## config.mk

```make
export PLATFORM = sky130hd
export DESIGN_NAME = spi_slave
export DESIGN_NICKNAME = d
export VERILOG_FILES = /design/src/rtl/spi_slave.sv
export SDC_FILE = /design/constraint.sdc
export NUM_CORES = 1
export LEC_CHECK = 0
export CORE_MARGIN = 8
export CORE_UTILIZATION = 45
export CTS_CLUSTER_DIAMETER = 30
export DETAILED_ROUTE_END_ITERATION = 16
export GPL_TIMING_DRIVEN = 0
export HOLD_SLACK_MARGIN = 0.03
export PLACE_DENSITY = 0.82
export SETUP_SLACK_MARGIN = 0.3
export SYNTH_ARGS = -nofsm -noshare
export SYNTH_HDL_FRONTEND = slang
export SYNTH_SLANG_ARGS = --single-unit
```

## constraint.sdc

```tcl
create_clock -name clk -period 2.75 [get_ports clk]
set_input_delay 0.55 -clock clk [delete_from_list [all_inputs] [get_ports clk]]
set_output_delay 0.55 -clock clk [all_outputs]
set_load 0.01 [all_outputs]
```

## src/rtl/spi_slave.sv

```systemverilog
// rtl/spi_slave.sv - SPI slave endpoint, all four CPOL/CPHA modes, MSB-first byte exchange
//
// Samples the pad-side ncs/sck/mosi in the clk domain and exchanges bytes
// with local tx/rx buffers through a req/vld byte handshake.
//
// Ports:
//   clk, rst            system clock, asynchronous active-high reset
//   cpol, cpha          SPI mode, latched at frame start
//   ncs, sck, mosi      pad inputs, asynchronous to clk
//   miso, miso_oe       pad output and its enable (1 while a frame is active)
//   tx_buf_vld/byte     next tx byte offered by the tx buffer
//   tx_buf_req          1-cycle pulse: tx byte consumed
//   rx_buf_vld          rx buffer has room for one byte
//   rx_buf_byte/req     received byte and its 1-cycle write pulse
//   status_clr          clears the sticky status bits
//   spi_status          {0, bit_cnt[2:0], abort, rx overrun, tx underrun, busy}

module spi_slave #(
  parameter logic [7:0] IDLE_BYTE = 8'hFF
) (
  input  logic       clk,
  input  logic       rst,
  input  logic       cpol,
  input  logic       cpha,
  input  logic       ncs,
  input  logic       sck,
  input  logic       mosi,
  output logic       miso,
  output logic       miso_oe,
  input  logic       tx_buf_vld,
  input  logic [7:0] tx_buf_byte,
  output logic       tx_buf_req,
  input  logic       rx_buf_vld,
  output logic [7:0] rx_buf_byte,
  output logic       rx_buf_req,
  input  logic       status_clr,
  output logic [7:0] spi_status
);

  typedef enum logic {IDLE, ACTIVE} state_t;
  state_t state, state_next;

  // Synchronizers. ncs resets low so that a frame already in progress when
  // reset is released produces no fall and is ignored until ncs cycles.
  logic [2:0] ncs_sync;
  logic [2:0] sck_sync;
  logic [1:0] mosi_sync;

  logic       cpol_l, cpha_l;
  logic [7:0] tx_sr;
  logic [7:0] rx_sr;
  logic [2:0] bit_cnt;
  logic       tx_unf, rx_ovf, frame_abort;

  logic ncs_fall, ncs_rise, sck_rise, sck_fall;
  logic lead_edge, trail_edge, sample_edge, shift_edge;

  assign ncs_fall = ~ncs_sync[1] &  ncs_sync[2];
  assign ncs_rise =  ncs_sync[1] & ~ncs_sync[2];
  assign sck_rise =  sck_sync[1] & ~sck_sync[2];
  assign sck_fall = ~sck_sync[1] &  sck_sync[2];

  // Leading edge moves away from the idle (cpol) level.
  assign lead_edge   = cpol_l ? sck_fall : sck_rise;
  assign trail_edge  = cpol_l ? sck_rise : sck_fall;
  assign sample_edge = cpha_l ? trail_edge : lead_edge;
  assign shift_edge  = cpha_l ? lead_edge  : trail_edge;

  logic       go_active, end_frame, edges_on;
  logic       sample_act, shift_act, byte_done, do_load, load_cpha;
  logic [7:0] load_byte, rx_next;

  always_ff @(posedge clk or posedge rst) begin
    if (rst) state <= IDLE;
    else     state <= state_next;
  end

  always_comb begin
    state_next = state;
    go_active  = 1'b0;
    end_frame  = 1'b0;
    edges_on   = 1'b0;
    case (state)
      IDLE: begin
        if (ncs_fall) begin
          go_active  = 1'b1;
          state_next = ACTIVE;
        end
      end
      ACTIVE: begin
        if (ncs_rise) begin
          end_frame  = 1'b1;
          state_next = IDLE;
        end else begin
          edges_on = 1'b1;
        end
      end
      default: state_next = IDLE;
    endcase
  end

  always_comb begin
    sample_act = edges_on & sample_edge;
    byte_done  = sample_act & (bit_cnt == 3'd7);
    // In cpha=0 the load on the 8th sample already put bit7 on miso, so the
    // trailing edge that follows it (bit_cnt back at 0) must not advance.
    shift_act  = edges_on & shift_edge & (cpha_l | (bit_cnt != 3'd0));
    do_load    = go_active | byte_done;
    load_cpha  = go_active ? cpha : cpha_l;
    load_byte  = tx_buf_vld ? tx_buf_byte : IDLE_BYTE;
    rx_next    = {rx_sr[6:0], mosi_sync[1]};
  end

  always_ff @(posedge clk or posedge rst) begin
    if (rst) begin
      ncs_sync    <= 3'b000;
      sck_sync    <= 3'b000;
      mosi_sync   <= 2'b00;
      cpol_l      <= 1'b0;
      cpha_l      <= 1'b0;
      tx_sr       <= 8'h00;
      rx_sr       <= 8'h00;
      bit_cnt     <= 3'd0;
      miso        <= 1'b0;
      miso_oe     <= 1'b0;
      tx_buf_req  <= 1'b0;
      rx_buf_req  <= 1'b0;
      rx_buf_byte <= 8'h00;
      tx_unf      <= 1'b0;
      rx_ovf      <= 1'b0;
      frame_abort <= 1'b0;
    end else begin
      ncs_sync   <= {ncs_sync[1:0], ncs};
      sck_sync   <= {sck_sync[1:0], sck};
      mosi_sync  <= {mosi_sync[0], mosi};
      tx_buf_req <= 1'b0;
      rx_buf_req <= 1'b0;

      if (go_active) begin
        cpol_l  <= cpol;
        cpha_l  <= cpha;
        miso_oe <= 1'b1;
        bit_cnt <= 3'd0;
      end

      if (end_frame) begin
        miso_oe <= 1'b0;
        bit_cnt <= 3'd0;
      end

      // cpha=0 presents bit7 at once; cpha=1 waits for the next leading edge.
      if (do_load) begin
        tx_buf_req <= tx_buf_vld;
        if (!load_cpha) begin
          miso  <= load_byte[7];
          tx_sr <= {load_byte[6:0], 1'b0};
        end else begin
          tx_sr <= load_byte;
        end
      end else if (shift_act) begin
        miso  <= tx_sr[7];
        tx_sr <= {tx_sr[6:0], 1'b0};
      end

      if (sample_act) begin
        rx_sr   <= rx_next;
        bit_cnt <= bit_cnt + 3'd1;
        if (byte_done && rx_buf_vld) begin
          rx_buf_byte <= rx_next;
          rx_buf_req  <= 1'b1;
        end
      end

      // Sticky bits: a set event outranks a simultaneous clear.
      tx_unf      <= (do_load & ~tx_buf_vld) | (tx_unf & ~status_clr);
      rx_ovf      <= (byte_done & ~rx_buf_vld) | (rx_ovf & ~status_clr);
      frame_abort <= (end_frame & (bit_cnt != 3'd0)) | (frame_abort & ~status_clr);
    end
  end

  assign spi_status = {1'b0, bit_cnt, frame_abort, rx_ovf, tx_unf, (state == ACTIVE)};

endmodule

```

# [Word-level counts from Yosys, hierarchy flattened]
# Index checks and enable logic that the tools add are counted.
# Widths: inputs -> output; s select.
[word_totals] ff_bits=44 out_inout_bits=20
[op_classes] n_mux=27 n_reduce_logical=7 eq_ne=2 n_bitwise=27 add_sub_neg=1
[ops] cell="$mux 8" count=4
[ops] cell="$mux 1" count=19
[ops] cell="$and 1x1->1" count=14
[ops] cell="$mux 3" count=3
[ops] cell="$not 1->1" count=8
[ops] cell="$reduce_bool 3->1" count=2
[ops] cell="$or 1x1->1" count=5
[ops] cell="$reduce_and 2->1" count=2
[ops] cell="$reduce_bool 2->1" count=2
[ops] cell="$add 3x1->3 const B" count=1
[ops] cell="$eq 3x3->1 const B" count=1
[ops] cell="$ne 2x2->1 const B" count=1
[ops] cell="$pmux 1 s2" count=1
[ops] cell="$logic_and 1x1->1" count=1

# [Longest topological paths before layout]
[depth] ltp_word=9 depth_mapped=8 depth_no_buf=7

# [Worst setup path before layout]
# No wires, ideal clock.
[synth_timing] kind="reg-to-reg" start="register bit_cnt[0]" end="register tx_sr[7]" path_buffers=1 path_stages_with_launch=9 setup_slack_ns=0.662 arrival_ns=1.962 setup_ns=0.126 t_required_ns=2.624 cell_sequence="dfrtp_1 -> inv_1 -> ha_1 -> nor2b_1 -> o311ai_0 -> o2111ai_1 -> and3_1 -> clkbuf_1 -> a221o_1"
[synth_between] elab_chain_len=4 elab_cells_between_ends=8 classes_between="eq/ne (1); mux (1); bitwise (4); reduce/logical (2)"
[synth_lines] item="start: declaration" line_no="52" text="logic [2:0] bit_cnt;"
[synth_lines] item="start signal: assignment" line_no="167" text="bit_cnt <= bit_cnt + 3'd1;"
[synth_lines] item="$eq 3x3->1 or $reduce_bool 3->1 (tied branches)" line_no="104, 107"
[synth_lines] item="$and 1x1->1 or $or 1x1->1 (tied branches)" line_no="104, 107"
[synth_lines] item="$or 1x1->1 or $and 1x1->1 (tied branches)" line_no="108, 107"
[synth_lines] item="$mux 8 or $reduce_bool 2->1 (tied branches)"
[synth_lines] item="end signal: assignment" line_no="156" text="tx_sr <= {load_byte[6:0], 1'b0};"
[synth_lines] item="end signal: assignment" line_no="158" text="tx_sr <= load_byte;"
[synth_lines] item="end signal: assignment" line_no="162" text="tx_sr <= {tx_sr[6:0], 1'b0};"
[synth_lines] item="end: declaration" line_no="50" text="logic [7:0] tx_sr;"
# Parallel ways exist; a longest one is shown, timed or not.
# A chain may end at the register's enable or synchronous reset.

# [Worst setup path after layout]
[layout_timing] start="register cpha_l" end="register rx_buf_byte[2]"
[layout_between] elab_chain_len=5
[layout_lines] item="start: declaration" line_no="49" text="logic cpol_l, cpha_l;"
[layout_lines] item="start signal: assignment" line_no="141" text="cpha_l <= cpha;"
[layout_lines] item="$mux 1 (*)" line_no="66" text="assign sample_edge = cpha_l ? trail_edge : lead_edge;"
[layout_lines] item="$and 1x1->1 (*)" line_no="103" text="sample_act = edges_on & sample_edge;"
[layout_lines] item="$and 1x1->1" line_no="104" text="byte_done = sample_act & (bit_cnt == 3'd7);"
[layout_lines] item="$logic_and 1x1->1" line_no="168" text="if (byte_done && rx_buf_vld) begin"
[layout_lines] item="$reduce_and 2->1 (no source line) (*)"
[layout_lines] item="end signal: assignment" line_no="169" text="rx_buf_byte <= rx_next;"
[layout_lines] item="end: declaration" line_no="34" text="output logic [7:0] rx_buf_byte,"
# Mark *: on every way between the ends. The rest lies on a longest branch, timed or not.

==> flow_summary.ini <==
[die]
fp.dieH_um = 82.8
core_um2 = 4320
ios = 38
initial_core_util_pct = 46.4
dieArea_um2 = 6860
num_rows = 24
die_w_um = 82.8

[route]
vias_per_cell = 5.46
drcViolationCount = 0
drt_iter0_markers = 45
via_count = 1398
final_antenna_net_count = 0
wirelength_um = 4190
wl_per_cell_um = 16.4
drt_pass1_iterations = 4

[global_routing]
grt_pass1_vias = 1408
grt_max_degree = 45
track_usage_pct = 12.4
antenna_found_initial = 0
overflow = 0
grt_first_pass_wirelength_um = 7220

[timing]
worst_slew_pin_slew_ns = 0.897
rsz0062_at_grt = no
max_freq_ghz = 0.435
finalCritPeriodShare_pct = 83.6
period_needed_ns = 2.30
setup_viol = 0
setup_tns_ns = 0
fin_skew_ns = 0.00578
timing.max_slew.rel_slack_pct = 40.1
finalHoldViolCount = 0
slew_viol_final = 0
whs_ns = 0.354

[placement]
dp_hpwl_um = 2940
io_buffers = 35
dpl_cell_area_um2 = 2420
place.gp.congestion = 0.753

[logic_synthesis]
synthesis.nets = 183
ys_seq_elements = 44
yosysTopAreaCell = dfrtp_1
netlist_area_um2 = 2010
syn-instance-count = 162
ys_top_cells_by_area = dfrtp_1 55%, mux2_2 9.5%, mux2i_1 4.0%
syn_avg_cell_area_um2 = 12.4
synth_cell_type_count = 39
yosys_most_used_dff = dfrtp_1
synth_top_area_share_pct = 54.8
synthArstFlopShare_pct = 100
ys_seq_area_share_pct = 54.8
synth_edf_count = 0
yosys_warnings = 0

[power]
power_uw = 2030
p_leak_uw = 0.00115
worst_ir_drop_vdd_mv = 0.522
p_per_area_nw_per_um2 = 794

[finish]
final_util_pct = 59.2
stdcell_area_um2 = 2560
fin_nets = 225
layout_commonest_cell = dfrtp_1
mostFrequentLayoutCells = 44 x dfrtp_1, 35 x clkdlybuf4s50_1, 17 x mux2_2
fillers = 368
drive_gt1_share_pct = 19.6
syn_to_final_growth_pct = 27.5
diodes = 0

[clocking]
cts_buffer_depth = 2
cts_root_buf = clkbuf_8
h-tree-depth = 2
hold_buffers = 0
cts-buffers-inserted = 5
tritoncts = done
path_clk_slew_ns = 0.08
clk_latency_ns = 0.29
cts_sinks = 44

[setup_path]
required_ns = 2.93
critical_path.endpoint_type = flop
cp-start-kind = flop
path_class = flop to flop
crit_fanout = 9
crit_arrival_ns = 2.48

[status]
status = finished, final reports clean

[min_path]
hp-class = flop to flop

[job]
maxCapViolations = 0
Yosys cell counts, types with 2 or more instances:
cell type and number:
clkbuf_1 3, buf_2 3, nand2b_1 4, o31ai_1 2, a221o_1 7, ha_1 3, a22oi_1 8, o21ai_0 10
nor2b_1 2, inv_1 8, a21oi_1 4, dfrtp_1 44, nand2_1 6, nor3_1 2, nand3b_1 4, mux2i_1 8
nor2_1 2, buf_4 5, mux2_2 17
area by class of cell:
class	count	area, µm²	area share [%]
repair buffers	35	350	13.7
inverters	8	30.0	1.17
plain buffers	12	75.1	2.93
multi-input cells	98	810	31.6
well taps	52	65.1	2.54
clock buffers	5	68.8	2.69
flip-flops and latches	44	1100	43.0
clock inverters	2	60.1	2.35
worst paths after layout:
kind                                  startpoint                          to  depth (start not counted)  slack, ns
max                             cpha_l$_DFF_PP0_  rx_buf_byte[2]$_DFFE_PP0P_                          6       0.45
min                        sck_sync[0]$_DFF_PP0_       sck_sync[1]$_DFF_PP0_                          0       0.35
max reg2reg                     cpha_l$_DFF_PP0_  rx_buf_byte[2]$_DFFE_PP0P_                          6       0.45
min reg2reg                sck_sync[0]$_DFF_PP0_       sck_sync[1]$_DFF_PP0_                          0       0.35
max in group asynchronous                    rst        tx_sr[2]$_DFFE_PP0P_                          2       1.43
min in group asynchronous                    rst  rx_buf_byte[1]$_DFFE_PP0P_                          2       0.77
worst max-delay path, cell delays in order (launching register included):
cell	delay, ns
dfrtp_1	0.36
buf_2	0.16
xnor2_1	0.33
mux2i_2	0.40
nand2_2	0.24
nor2_4	0.31
mux2_2	0.38
flip-flops by register name, indices dropped and copies added (netlist names):
name and flops:
cpol_l 1, mosi_sync 2, ncs_sync 3, frame_abort 1, tx_unf 1, rx_buf_req 1
miso 1, bit_cnt 3, rx_buf_byte 8, sck_sync 3, rx_sr 7, rx_ovf 1
state 1, cpha_l 1, tx_buf_req 1, tx_sr 8, miso_oe 1
cell families (layout without fill, tap and decap cells):
family,after synthesis,in the layout,share of synthesized area [%]
muxes,27,27,15.0
and+or+nand+nor,26,26,7.79
other,1,1,0.187
xor gates and xnor gates,2,2,0.872
DFF,44,44,54.8
buffers and inverters,20,62,5.23
AOI/OAI and AO/OA,39,39,14.3
adders and majority gates,3,3,1.87
per-layer routing:
layer	global-route usage (%)	share of wire, %	up-vias
met5	0	0	-
met4	5.11	1.6	0
met3	3.03	3.4	6
met2	19.2	50	31
met1	16.0	45	689
li1	-	-	672
per-stage QoR:
step,worst slack [ns],std cells
floorplan,0.662,162
global placement,0.335,249
detailed placement,0.452,249
CTS,0.383,256
global route,0.337,256
finish,0.452,256
timing repair:
action                                  in CTS  in global routing
hold endpoints to repair                     0                  0
endpoints found under the setup margin       0                  7
gates resized for setup                      0                  2
setup buffers                                0                  0
report_power, final:
group          switching [µW]  internal (µW)  leakage, µW
registers                 114            804     0.000557
clock network             212            357    0.0000642
logic                     239            305     0.000532
total                     565           1470      0.00115
(Power assumes the default switching activity.)
